`src/rtl/fixed_div.sv`:
```
// rtl/fixed_div.sv - sequential signed fixed-point divider (restoring, one quotient bit per clock)
module fixed_div #(
  parameter int WIDTH = 16,
  parameter int FRAC  = 8
) (
  input  logic             clk,
  input  logic             rst,
  input  logic             start,
  input  logic [WIDTH-1:0] a,
  input  logic [WIDTH-1:0] b,
  output logic [WIDTH-1:0] result,
  output logic             busy,
  output logic             done,
  output logic             overflow,
  output logic             div_by_zero
);

  localparam int QW = WIDTH + FRAC;
  localparam int CW = $clog2(QW);

  localparam logic [WIDTH-1:0] RES_MAX = {1'b0, {(WIDTH-1){1'b1}}};
  localparam logic [WIDTH-1:0] RES_MIN = {1'b1, {(WIDTH-1){1'b0}}};
  localparam logic [QW-1:0]    POS_LIM = {{(FRAC+1){1'b0}}, {(WIDTH-1){1'b1}}};
  localparam logic [QW-1:0]    NEG_LIM = {{FRAC{1'b0}}, 1'b1, {(WIDTH-1){1'b0}}};

  typedef enum logic [1:0] {IDLE, CALC, FINISH} state_t;
  state_t state, state_nxt;

  logic             sign;
  logic             a_neg;
  logic             b_zero;
  logic [WIDTH:0]   bmag;
  logic [WIDTH:0]   rem;
  logic [QW-1:0]    dvd;
  logic [QW-1:0]    quo;
  logic [CW-1:0]    cnt;

  logic [WIDTH:0]   a_ext, b_ext, amag_in, bmag_in;
  logic [WIDTH:0]   rem_sh;
  logic             rem_ge;
  logic [WIDTH-1:0] res_nxt;
  logic             ov_nxt;

  // Sign-extend before negating so -2^(WIDTH-1) has an exact magnitude.
  assign a_ext   = {a[WIDTH-1], a};
  assign b_ext   = {b[WIDTH-1], b};
  assign amag_in = a[WIDTH-1] ? (~a_ext + 1'b1) : a_ext;
  assign bmag_in = b[WIDTH-1] ? (~b_ext + 1'b1) : b_ext;

  assign rem_sh = {rem[WIDTH-1:0], dvd[QW-1]};
  assign rem_ge = (rem_sh >= bmag);
  assign busy   = (state != IDLE);

  always_ff @(posedge clk) begin
    if (rst) state <= IDLE;
    else     state <= state_nxt;
  end

  always_comb begin
    state_nxt = state;
    case (state)
      IDLE:    if (start) state_nxt = (b == '0) ? FINISH : CALC;
      CALC:    if (cnt == '0) state_nxt = FINISH;
      FINISH:  state_nxt = IDLE;
      default: state_nxt = IDLE;
    endcase
  end

  // Sign is applied after the magnitude quotient, giving truncation toward zero.
  always_comb begin
    res_nxt = quo[WIDTH-1:0];
    ov_nxt  = 1'b0;
    if (b_zero) begin
      res_nxt = a_neg ? RES_MIN : RES_MAX;
    end else if (!sign && (quo > POS_LIM)) begin
      res_nxt = RES_MAX;
      ov_nxt  = 1'b1;
    end else if (sign && (quo > NEG_LIM)) begin
      res_nxt = RES_MIN;
      ov_nxt  = 1'b1;
    end else if (sign) begin
      res_nxt = WIDTH'(0) - quo[WIDTH-1:0];
    end
  end

  always_ff @(posedge clk) begin
    if (rst) begin
      result      <= '0;
      done        <= 1'b0;
      overflow    <= 1'b0;
      div_by_zero <= 1'b0;
      sign        <= 1'b0;
      a_neg       <= 1'b0;
      b_zero      <= 1'b0;
      bmag        <= '0;
      rem         <= '0;
      dvd         <= '0;
      quo         <= '0;
      cnt         <= '0;
    end else begin
      done <= 1'b0;
      case (state)
        IDLE: begin
          if (start) begin
            sign   <= a[WIDTH-1] ^ b[WIDTH-1];
            a_neg  <= a[WIDTH-1];
            b_zero <= (b == '0);
            bmag   <= bmag_in;
            dvd    <= {amag_in[WIDTH-1:0], {FRAC{1'b0}}};
            rem    <= '0;
            quo    <= '0;
            cnt    <= CW'(QW - 1);
          end
        end
        CALC: begin
          rem <= rem_ge ? (rem_sh - bmag) : rem_sh;
          quo <= {quo[QW-2:0], rem_ge};
          dvd <= {dvd[QW-2:0], 1'b0};
          cnt <= cnt - 1'b1;
        end
        FINISH: begin
          result      <= res_nxt;
          overflow    <= ov_nxt;
          div_by_zero <= b_zero;
          done        <= 1'b1;
        end
        default: ;
      endcase
    end
  end

endmodule
```
`config.mk`:
```
export PLATFORM = sky130hd
export DESIGN_NAME = fixed_div
export DESIGN_NICKNAME = d
export VERILOG_FILES = /design/src/rtl/fixed_div.sv
export SDC_FILE = /design/constraint.sdc
export NUM_CORES = 1
export LEC_CHECK = 0
export ABC_AREA = 1
export ABC_CLOCK_PERIOD_IN_PS = 1900
export CORE_MARGIN = 5
export CORE_UTILIZATION = 55
export CTS_CLUSTER_SIZE = 30
export DETAILED_ROUTE_END_ITERATION = 10
export DONT_BUFFER_PORTS = 1
export GPL_TIMING_DRIVEN = 0
export MAX_ROUTING_LAYER = met4
export PLACE_DENSITY = 0.75
export SETUP_SLACK_MARGIN = 0.02
export SYNTH_ARGS = -nofsm -noshare
export SYNTH_HDL_FRONTEND = slang
export SYNTH_SLANG_ARGS = --single-unit
```
`constraint.sdc`:
```
create_clock -name clk -period 1.9 [get_ports clk]
set_clock_uncertainty 0.1 [all_clocks]
set_input_delay 0.38 -clock clk [delete_from_list [all_inputs] [get_ports clk]]
set_output_delay 0.38 -clock clk [all_outputs]
set_load 0.01 [all_outputs]
```
* After elaboration in Yosys (flattened, before gate mapping)
Cells that the tools add are included.
Operators by class: order comparisons 3, bitwise operators 3, $mul 0, reduce and logical (&&, ||, !) cells 11, div/mod/pow operators 0, muxes and demuxes 24, equality and inequality tests 4, shift operators 0, add/subtract/negate cells 5
Operator list (number):
- 2-to-1 mux 16 bit | 8
- case mux 24 bit (2 select lines) | 2
- 2-to-1 mux 24 bit | 2
- case mux 16 bit (2 select lines) | 1
- greater-than comparator 24 x 15 -> 1 bit, second input constant | 1
- greater-than comparator 24 x 16 -> 1 bit, second input constant | 1
- adder 17 x 1 -> 17 bit, second input constant | 1
- >= comparator 17 bit | 1
- 2-to-1 mux 17 bit | 1
- NOT 17 bit | 1
- adder 16 x 1 -> 16 bit, second input constant | 1
- logical NOT 16 bit | 1
- NOT 16 bit | 1
- subtractor 1 x 16 -> 16 bit, first input constant | 1
- subtractor 16 bit | 1
- case mux 5 bit (2 select lines) | 1
- 2-to-1 mux 2 bit | 3
- AND reduction 2 bit | 3
- logical NOT 5 bit | 1
- 2-to-1 mux 5 bit | 1
- subtractor 5 x 1 -> 5 bit, second input constant | 1
- 2-to-1 mux 1 bit | 4
- inequality test 2 bit, second input constant | 2
- case mux 2 bit (2 select lines) | 1
- other kinds (7) | 9
Storage, ports and cells: output and inout bits 20, RAM bits 0, register bits after elaboration 110, memories kept 0, memory bits (read-only) 0, bits in latches 0, input bits 35, word-level logic and storage cells 63

* Depth between registers and ports, before layout
Gate-level depths: netlist (run 1).
depth after elaboration 5, gate-level depth with buffers 15, gate-level depth less buffers 15

* Worst setup path after synthesis (run 1)
No wires, ideal clock.
kind flip-flop to flip-flop, start reg bmag[2], end reg rem[6], cell stages (with the launch flop) 13, period minus slack after synthesis 1.916 ns, data arrival time 1.680 ns, path buffers 1, setup slack -0.016 ns, setup time 0.136 ns, data required time 1.664 ns, cell sequence dfxtp_1 inv_1 ha_1 or2_4 nand3_2 nand2_2 nand2_2 nand2_2 nand2_4 buf_2 nand3b_1 nand3_2 a21oi_2
On the way: longest elaborated chain between the ends 3, elaborated cells between the ends (all ways) 4, classes of those cells add/sub: 1; order compare: 1; mux: 2
RTL lines:
- start: declaration | line 32 | logic [WIDTH:0] bmag;
- start signal: assignment | line 108 | bmag <= bmag_in;
- subtractor 16 bit or >= comparator 17 bit (tied branches) | line 116, 51
- 2-to-1 mux 16 bit (*) | line 116 | rem <= rem_ge ? (rem_sh - bmag) : rem_sh;
- case mux 16 bit (2 select lines) (*) | line 102 | case (state)
- end signal: assignment | line 116
- end: declaration | line 33 | logic [WIDTH:0] rem;
Every way passes the cells marked *; elsewhere a longest branch is shown, timed or not. A chain may end at the register's enable or synchronous reset.

* Final worst setup path (run 1)
start reg bmag[9], end reg rem[6]
On the way: longest elaborated chain between the ends 3
RTL lines:
- >= comparator 17 bit | line 51 | assign rem_ge = (rem_sh >= bmag);
- 2-to-1 mux 16 bit | line 116
- case mux 16 bit (2 select lines) | line 102
Every way passes these cells.

==> results of run 1 <==
## where the power goes
| group | total, mW | internal, mW | leakage (nW) | switching, mW |
|---|---|---|---|---|
| combinational | 5.94 | 2.49 | 2.37 | 3.45 |
| sequential | 2.53 | 2.35 | 0.837 | 0.182 |
| clock | 1.82 | 0.912 | 0.132 | 0.908 |
## Yosys cell counts (2+ instances only)
library cell | count | area share [%]
nand2_2 | 13 | 1.3
a221oi_1 | 2 | 0.28
nor2_1 | 80 | 4.7
a211oi_1 | 2 | 0.24
clkinv_1 | 2 | 0.12
buf_2 | 16 | 1.3
nand3_1 | 50 | 4.0
inv_1 | 113 | 6.7
o21ai_0 | 47 | 3.7
nand3b_1 | 20 | 2.4
nor4_1 | 2 | 0.20
nand2_1 | 255 | 15
xnor2_1 | 10 | 1.4
nand4_1 | 5 | 0.49
nor3_1 | 10 | 0.79
a31oi_1 | 4 | 0.40
o21a_1 | 2 | 0.24
o21ai_1 | 6 | 0.47
inv_2 | 3 | 0.18
xor2_1 | 11 | 1.5
buf_1 | 3 | 0.18
nand2_4 | 2 | 0.36
o211ai_1 | 13 | 1.5
dfxtp_1 | 102 | 32
a21oi_1 | 113 | 8.9
clkbuf_1 | 21 | 1.2
nand3_2 | 11 | 1.7
nor2_2 | 3 | 0.30
o31ai_1 | 3 | 0.36
a21oi_2 | 11 | 1.5
ha_1 | 22 | 4.4
## per-layer routing
layer  up-vias  wire (microns)  track usage, %
li1       3217               -               -
met1      3019            8056           36.84
met2       308            8318           39.56
met3        69            1612           5.347
met4         0             612           6.881
met5         -               0               -
## through the flow
stage	instance area, sq um	TNS, ns	hold WS (ns)
CTS	7276	-1.040	0.08091
global placement	6519	-3.588	0.3498
detailed placement	6519	-3.670	0.3573
finish	7548	-2.899	0.08260
global route	7548	-3.770	0.09245
floorplan	6340	0	0.3303
## logic make-up (layout without fill, tap and decap cells)
family,after synthesis,count (layout),share of synthesized area [%]
and+or+nand+nor,454,454,31.78
AOI/OAI and AO/OA,207,207,18.40
buffers and inverters,159,204,9.935
DFF,102,102,32.30
adders and majority gates,23,23,4.670
xor gates and xnor gates,21,21,2.909
## repair_timing
| item | in CTS | in global routing |
|---|---|---|
| pin swaps | 6 | 31 |
| endpoints found under the setup margin | 25 | 69 |
| gates resized for setup | 63 | 71 |
| gates cloned | 2 | 2 |
| setup buffers | 21 | 7 |
## state kept, by name (all words and copies together) (netlist names)
name / flops
b_zero: 1
done: 1
rem: 16
result: 16
overflow: 1
a_neg: 1
sign: 1
cnt: 5
bmag: 17
state: 2
div_by_zero: 1
dvd: 16
quo: 24
## worst min-delay path by stage
stage	from	to	slack [ns]	cells past startpoint
after detailed placement	dvd[13]	dvd[13]	0.36	2
after floorplan	bmag[16]	bmag[16]	0.33	2
after global routing	b[1]	bmag[1]	0.09	2
after CTS	b[1]	bmag[1]	0.08	2
after global placement	quo[23]	quo[23]	0.35	2
final	b[1]	bmag[1]	0.08	2
## area by class of cell
| class | count | area, sq um |
|---|---|---|
| repair inverters | 1 | 7.507 |
| clock buffers | 10 | 229.0 |
| inverters | 118 | 450.4 |
| multi-input cells | 705 | 4075 |
| plain buffers | 39 | 198.9 |
| well taps | 143 | 178.9 |
| repair buffers | 30 | 290.3 |
| fillers | 988 | 3772 |
| flip-flops and latches | 102 | 2061 |
| clock inverters | 6 | 57.56 |
==> impl_metrics.env, run 1 <==
export IMPL_status="complete, but fails checks"
export IMPL_violations="setup timing"
export IMPL_crit_type="flip-flop to flip-flop"
export IMPL_dpl_cell_count=1109
export IMPL_vias_per_cell=5.731
export IMPL_grt_use_total_pct=26.55
export IMPL_synth_cells=966
export IMPL_syn_cell_area_sq_um=6322
export IMPL_crit_buf_inv=2
export IMPL_io_buffers=0
export IMPL_worst_ep_required_time_ns=2.02
export IMPL_slew_headroom_pct=55.64
export IMPL_avgSynthCellArea_sq_um=6.545
export IMPL_finalSetupViolations=17
export IMPL_postCtsHoldBufs=0
export IMPL_fin_nets=1064
export IMPL_power_leakage_nw=3.339
export IMPL_synth_edf_count=0
export IMPL_drtPass1Iterations=6
export IMPL_start_kind="flip-flop"
export IMPL_crit_end="rem[6]"
export IMPL_yosys_warnings=0
export IMPL_grt_pass1_vias=5954
export IMPL_antenna_found_initial=0
export IMPL_dpl_hpwl_microns=11720
export IMPL_ys_types=40
export IMPL_p_total_mw=10.29
export IMPL_io_pin_count=55
export IMPL_drc=0
export IMPL_worstRegToRegCells=12
export IMPL_power_density_nw_per_um2=1363
export IMPL_rows=39
export IMPL_cp_arrival_ns=2.25
export IMPL_max_stage_delay_ns=0.34
export IMPL_cts_buffer_depth=2
export IMPL_grt_pass1_wl_microns=28430
export IMPL_post_drt_wl_per_cell_microns=16.12
export IMPL_max_freq_mhz=469.2
export IMPL_die_x_microns=117.2
export IMPL_grt_max_degree=19
export IMPL_antenna_cells=0
export IMPL_r2r_start="bmag[9]"
export IMPL_yosysSeqAreaShare_pct=32.30
export IMPL_ir_drop_mv=0.7271
export IMPL_htree_levels=3
export IMPL_drt_iter0_drc=580
export IMPL_initial_core_util_pct=55.85
export IMPL_dp_slack_ns=-0.2477
export IMPL_cts_tree="yes"
export IMPL_endpoint_kind="flip-flop"
export IMPL_ys_seq_elements=102
export IMPL_final_max_slew_viol_count=0
export IMPL_syn_num_nets=1024
export IMPL_critical_path_slowest_cell="dfxtp_2"
export IMPL_max_cap_violations=0
export IMPL_fin_cells=1154
export IMPL_reg2reg_slack_ns=-0.23
export IMPL_rsz0062_at_grt="true"
export IMPL_tightest_slew_ns=0.6654
export IMPL_routabilityCongestion=0.9612
export IMPL_final_period_utilization_pct=112.2
export IMPL_reg2reg_to="rem[6]"
export IMPL_critPathMaxFanout=8
export IMPL_clk_pin_slew_ns=0.08
export IMPL_drt_total_wl_microns=18600
export IMPL_die_h_microns=117.2
export IMPL_crit_chain="inv_2 -> ha_4 -> nand2_2 -> nor2_1 -> a21oi_2 -> nand2_2 -> nand2_4 -> nand2_8 -> clkbuf_16 -> nand2_4 -> nand3_2 -> a21oi_2"
export IMPL_root_buffer="clkbuf_16"
export IMPL_cts_inserted_buffers=9
export IMPL_setup_ws_ns=-0.2314
export IMPL_cp_top_family="simple AND/OR/NAND/NOR gates"
export IMPL_ant_nets=0
export IMPL_final_common_cell="nand2_1"
export IMPL_clock_latency_ns=0.35
export IMPL_vias=6613
export IMPL_dieArea_sq_um=13740
export IMPL_startpoint="bmag[9]"
export IMPL_ys_dominant_reg_cell="dfxtp_1"
export IMPL_hp_class="input pin to flip-flop"
export IMPL_async_reset_ff_share_pct=0
export IMPL_syn_to_final_growth_pct=19.39
export IMPL_final_cell_mix="nand2_1, a21oi_1, inv_1"
export IMPL_hold_viol=0
export IMPL_fin_util_pct=66.68
export IMPL_cts_sinks=102
export IMPL_overflow=0
export IMPL_core_sq_um=11320
export IMPL_cp_depth=12
export IMPL_timing_final_crit_period_ns=2.131
export IMPL_drive_gt1_share_pct=19.29
(Power assumes the default switching activity.)
==> run 2, diff against run 1 <==
--- a/config.mk
+++ b/config.mk
@@ -6,7 +6,7 @@
 export NUM_CORES = 1
 export LEC_CHECK = 0
 export ABC_AREA = 1
-export ABC_CLOCK_PERIOD_IN_PS = 1900
+export ABC_CLOCK_PERIOD_IN_PS = 1780
 export CORE_MARGIN = 5
 export CORE_UTILIZATION = 55
 export CTS_CLUSTER_SIZE = 30
==> constraint.sdc (replaced) <==
create_clock -name clk -period 1.78 [get_ports clk]
set_clock_uncertainty 0.1 [all_clocks]
set_input_delay 0.356 -clock clk [delete_from_list [all_inputs] [get_ports clk]]
set_output_delay 0.356 -clock clk [all_outputs]
set_load 0.01 [all_outputs]
==> run 2 against run 1 <==
The flow still finishes with violations (setup timing). Die area is the same. Critical path depth increased by 2. Worst hold slack got worse by 0.035 ns. Via count is 4.7% lower. First-iteration DRC count down 20%. Wire length decreased by 9.3%. Global-route usage down 1.2 points. Clock power up 21%. Sequential share of layout area is 0.051 points lower. Register-to-register slack lost 0.03 ns. Power up 3.0%. Combinational power is 4.0% lower. Critical path type unchanged. Critical endpoint is now rem[4]. Largest cell class unchanged. Highest routed layer unchanged.
==> impl_metrics.env, run 2 (synthesized netlist as in run 1, its figures left out) <==
export IMPL_status="complete, but fails checks"
export IMPL_violations="setup timing"
export IMPL_antenna_cells=0
export IMPL_clk_pin_slew_ns=0.07
export IMPL_vias=6302
export IMPL_seqPwrFrac_pct=25.5
export IMPL_worst_ep_required_time_ns=1.96
export IMPL_vias_per_cell=5.499
export IMPL_cts_tree="yes"
export IMPL_power_leakage_nw=3.290
export IMPL_die_x_microns=117.2
export IMPL_timing_final_crit_period_ns=2.042
export IMPL_initial_core_util_pct=55.85
export IMPL_htree_levels=3
export IMPL_syn_to_final_growth_pct=19.91
export IMPL_hold_viol=0
export IMPL_hp_class="input pin to flip-flop"
export IMPL_intPower_mw=6.221
export IMPL_clkPwrFrac_pct=20.8
export IMPL_root_buffer="clkbuf_16"
export IMPL_tightest_slew_ns=0.7772
export IMPL_rows=39
export IMPL_ir_drop_mv=1.153
export IMPL_io_pin_count=55
export IMPL_regMostFlops="quo"
export IMPL_final_max_slew_viol_count=0
export IMPL_cts_sinks=102
export IMPL_switching_share_pct=41.33
export IMPL_grt_pass1_vias=5726
export IMPL_clock_latency_ns=0.36
export IMPL_cp_arrival_ns=2.22
export IMPL_antenna_found_initial=0
export IMPL_setup_ws_ns=-0.2621
export IMPL_dpl_hpwl_microns=11700
export IMPL_start_kind="flip-flop"
export IMPL_power_frac_comb_pct=53.7
export IMPL_dp_slack_ns=-0.3115
export IMPL_drc=0
export IMPL_grt_max_degree=19
export IMPL_crit_type="flip-flop to flip-flop"
export IMPL_die_h_microns=117.2
export IMPL_drt_total_wl_microns=16880
export IMPL_fin_cells=1146
export IMPL_reg_top3="quo: 24 flops, bmag: 17 flops"
export IMPL_core_sq_um=11320
export IMPL_drtPass1Iterations=6
export IMPL_final_period_utilization_pct=114.7
export IMPL_drt_iter0_drc=462
export IMPL_slew_headroom_pct=48.19
export IMPL_rsz0062_at_grt="true"
export IMPL_critPathMaxFanout=8
export IMPL_dpl_cell_count=1109
export IMPL_max_cap_violations=0
export IMPL_cts_buffer_depth=2
export IMPL_post_drt_wl_per_cell_microns=14.73
export IMPL_grt_pass1_wl_microns=27100
export IMPL_finalSetupViolations=17
export IMPL_final_common_cell="nand2_1"
export IMPL_fin_nets=1056
export IMPL_finalSetupTns_ns=-3.514
export IMPL_holdWs_ns=0.04716
export IMPL_final_cell_mix="nand2_1, a21oi_1, inv_1"
export IMPL_stdcell_area_sq_um=7581
export IMPL_dieArea_sq_um=13740
export IMPL_drive_gt1_share_pct=20.94
export IMPL_power_density_nw_per_um2=1399
export IMPL_p_sw_mw=4.382
export IMPL_routabilityCongestion=0.9359
export IMPL_overflow=0
export IMPL_dpl_cell_area_sq_um=6686
export IMPL_grt_use_total_pct=25.39
export IMPL_largest_reg_flops=24
export IMPL_io_buffers=0
export IMPL_endpoint_kind="flip-flop"
export IMPL_cts_inserted_buffers=9
export IMPL_max_freq_mhz=489.7
export IMPL_ant_nets=0
## run 2: cell types whose count changed in the layout (fill, tap and decap cells not counted), sizes merged
cell / previous run / this run
buf: 45 / 40
bufinv: 0 / 2
clkbuf: 34 / 32
clkinv: 5 / 3
clkinvlp: 3 / 1
inv: 117 / 118
## run 2: layer usage
layer | global-route usage, % | wire (microns) | up-vias
li1 | - | - | 3207
met1 | 30.91 | 7356 | 2898
met2 | 42.31 | 8243 | 161
met3 | 5.450 | 873 | 36
met4 | 7.416 | 404 | 0
met5 | - | 0 | -
## run 2: critical path: stages (launching register included)
cell and delay [ns]:
dfxtp_2 0.34, inv_2 0.06, ha_4 0.26, nand2_4 0.12
inv_2 0.05, nand2_2 0.07, nand2_2 0.06, a21oi_4 0.17
nand2_4 0.10, nand2_8 0.11, nand2_8 0.10, buf_12 0.16
nand2_2 0.06, nand3_2 0.06, a21oi_2 0.14
## run 2: what timing repair did
action,CTS,global route
cloned,1,2
setup endpoints to repair,59,84
resized for setup,54,78
setup buffers,11,7
hold buffers,0,0
pin swaps,3,15
hold endpoints to repair,0,0
## run 2: area by class of cell
class	count	area [sq um]
multi-input combinational	705	4108
fill	969	3740
sequential	102	2066
inverter	118	449.2
buffer	41	246.5
clock buffer	10	229.0
timing repair buffer	21	198.9
tap	143	178.9
clock inverter	6	105.1
## run 2: per-stage QoR
stage / utilization, % / total power [mW]
after floorplan: - / 6.150
after global placement: 59.06 / 6.924
after detailed placement: 59.06 / 6.966
after CTS: 64.35 / 9.964
after global routing: 66.97 / 11.30
final: 66.97 / 10.60
## run 2: worst paths after layout
kind,startpoint,to,slack (ns),depth (start not counted)
setup / recovery,bmag[12],rem[4],-0.26,14
hold reg to reg,dvd[8],dvd[8],0.36,2
setup reg to reg,bmag[12],rem[4],-0.26,14
hold / removal,a[0],dvd[8],0.05,2
## run 2: power by group through the flow
stage | sequential [mW] | combinational, mW | clock, mW
detailed placement | 2.72 | 4.25 | 0
floorplan | 2.69 | 3.47 | 0
global route | 2.72 | 6.24 | 2.34
finish | 2.70 | 5.70 | 2.21
global placement | 2.72 | 4.21 | 0
CTS | 2.68 | 5.05 | 2.23
==> run 3, diff against run 2 <==
--- a/config.mk
+++ b/config.mk
@@ -8,14 +8,15 @@
 export ABC_AREA = 1
 export ABC_CLOCK_PERIOD_IN_PS = 1780
 export CORE_MARGIN = 5
-export CORE_UTILIZATION = 55
+export CORE_UTILIZATION = 56
 export CTS_CLUSTER_SIZE = 30
 export DETAILED_ROUTE_END_ITERATION = 10
 export DONT_BUFFER_PORTS = 1
 export GPL_TIMING_DRIVEN = 0
 export MAX_ROUTING_LAYER = met4
-export PLACE_DENSITY = 0.75
+export PLACE_DENSITY = 0.76
 export SETUP_SLACK_MARGIN = 0.02
+export SLEW_MARGIN = 10
 export SYNTH_ARGS = -nofsm -noshare
 export SYNTH_HDL_FRONTEND = slang
 export SYNTH_SLANG_ARGS = --single-unit
==> run 3 against run 2 <==
The flow still finishes with violations (setup timing). Register-to-register slack about the same. Sequential share of layout area rose by 0.19 points. Non-clock buffer count increased by 8. Sequential power about the same. Clock power shrank 14%. Combinational power is 3% higher. Final area shrank 0.28%. Via count up 2.3%.
==> impl_metrics.env, run 3 (synthesized netlist as in run 1, its figures left out) <==
export IMPL_timing_final_crit_period_ns=2.034
export IMPL_startpoint="bmag[8]"
export IMPL_overflow=0
export IMPL_drc=0
export IMPL_reg2reg_slack_ns=-0.25
export IMPL_stdcell_area_sq_um=7560
export IMPL_final_common_cell="nand2_1"
export IMPL_io_pin_count=55
export IMPL_die_h_microns=116.3
export IMPL_slew_headroom_pct=51.54
export IMPL_cts_inserted_buffers=9
export IMPL_finalSetupViolations=17
export IMPL_min_path_cells=2
export IMPL_root_buffer="clkbuf_16"
export IMPL_dpl_cell_area_sq_um=6683
export IMPL_reg2reg_to="rem[15]"
export IMPL_antenna_found_initial=0
export IMPL_hold_viol=0
export IMPL_worstRegToRegCells=16
export IMPL_clock_latency_ns=0.36
export IMPL_core_sq_um=10940
export IMPL_grt_pass1_vias=5907
export IMPL_worstHoldEndpoint="bmag[1]"
export IMPL_critPathMaxFanout=4
export IMPL_drt_iter0_drc=477
export IMPL_drt_total_wl_microns=17220
export IMPL_regArea_sq_um=2074
export IMPL_grt_max_degree=18
export IMPL_vias=6448
export IMPL_syn_to_final_growth_pct=19.57
export IMPL_max_cap_violations=0
export IMPL_cts_tree="yes"
export IMPL_power_leakage_nw=3.288
export IMPL_worst_hold_startpoint="b[1]"
export IMPL_max_freq_mhz=491.7
export IMPL_dieArea_sq_um=13520
export IMPL_r2r_start="bmag[8]"
export IMPL_clk_pin_slew_ns=0.07
export IMPL_cts_buffer_depth=2
export IMPL_status="complete, but fails checks"
export IMPL_final_period_utilization_pct=114.3
export IMPL_post_drt_wl_per_cell_microns=14.96
export IMPL_regMostFlops="quo"
export IMPL_ir_drop_mv=1.084
export IMPL_worst_ep_required_time_ns=1.97
export IMPL_die_x_microns=116.3
export IMPL_dp_slack_ns=-0.2834
export IMPL_fin_nets=1064
export IMPL_grt_use_total_pct=26.07
export IMPL_grt_pass1_wl_microns=27430
export IMPL_postCtsHoldBufs=0
export IMPL_ant_nets=0
export IMPL_rows=38
export IMPL_violations="setup timing"
export IMPL_fillers=940
export IMPL_setup_ws_ns=-0.2537
export IMPL_dpl_hpwl_microns=11780
export IMPL_cts_sinks=102
export IMPL_holdWs_ns=0.05044
export IMPL_initial_core_util_pct=57.81
export IMPL_io_buffers=0
export IMPL_cp_arrival_ns=2.22
export IMPL_rsz0062_at_grt="true"
export IMPL_final_cell_mix="nand2_1, a21oi_1, inv_1"
export IMPL_drive_gt1_share_pct=21.96
export IMPL_multi_input_area_sq_um=4119
export IMPL_final_max_slew_viol_count=0
export IMPL_drtPass1Iterations=6
export IMPL_htree_levels=3
export IMPL_antenna_cells=0
export IMPL_vias_per_cell=5.602
export IMPL_tightest_slew_ns=0.7269
export IMPL_start_kind="flip-flop"
export IMPL_hp_class="input pin to flip-flop"
export IMPL_largest_reg_flops=24
export IMPL_endpoint_kind="flip-flop"
export IMPL_power_density_nw_per_um2=1383
export IMPL_routabilityCongestion=0.9402
export IMPL_finalSetupTns_ns=-3.006
export IMPL_reg_top3="quo: 24 flops, bmag: 17 flops"
export IMPL_crit_type="flip-flop to flip-flop"
-- run 3: cell types whose count changed in the layout (fill, tap and decap cells not counted), sizes merged --
cell / change
clkinv: +1
buf: +7
bufinv: -2
clkbuf: +2
-- run 3: area by class of cell --
type | instances | share of cell area (%)
buffer | 41 | 3.112
multi-input combinational | 705 | 54.49
sequential | 102 | 27.44
timing repair buffer | 29 | 3.145
inverter | 118 | 5.876
tap | 140 | 2.317
clock buffer | 11 | 3.078
clock inverter | 5 | 0.5462
-- run 3: routing by layer --
layer  part of all wire (%)  GRT usage [%]  up-vias
met1                     43          31.22     2997
met5                      0              -        -
met4                    3.2          9.822        0
li1                       -              -     3225
met2                     49          43.40      188
met3                    4.9          5.078       38
-- run 3: where the power goes --
part           total [mW]  leakage [nW]  switching [mW]  internal [mW]
Clock                1.89         0.132           0.920          0.966
Sequential           2.70         0.841           0.187           2.52
Combinational        5.87          2.32            3.36           2.50
Total                10.5          3.29            4.47           5.98
-- run 3: what timing repair did --
action | CTS | global route
buffers inserted | 18 | 10
resized for setup | 55 | 77
pin swaps | 3 | 22
gates cloned | 0 | 1
endpoints found under the setup margin | 62 | 89
-- run 3: worst max-delay path by stage --
stage	to	slack, ns	cells after the start
finish	rem[15]	-0.25	16
global route	rem[14]	-0.38	12
CTS	rem[1]	-0.15	14
detailed placement	rem[3]	-0.28	12
global placement	rem[3]	-0.29	12
floorplan	rem[1]	-0.01	13
-- run 3: through the flow --
stage               total power, mW  utilization (%)  cells
floorplan                     6.150                -    966
global placement              6.914            61.11   1106
detailed placement            6.985            61.11   1106
CTS                           9.696            66.46   1140
global route                  11.13            69.13   1151
finish                        10.46            69.13   1151
-- run 3: critical path, cell delays in order, from the launching register on --
cell	delay (ns)
dfxtp_2	0.33
inv_2	0.06
ha_4	0.28
nand2_2	0.05
inv_2	0.09
buf_4	0.12
buf_6	0.09
nand2_4	0.05
nor3_2	0.19
nand2_2	0.08
nand2_1	0.07
nand2_1	0.05
nand2_1	0.07
nand2_2	0.06
nand2_2	0.08
nand2_2	0.06
a21oi_2	0.14
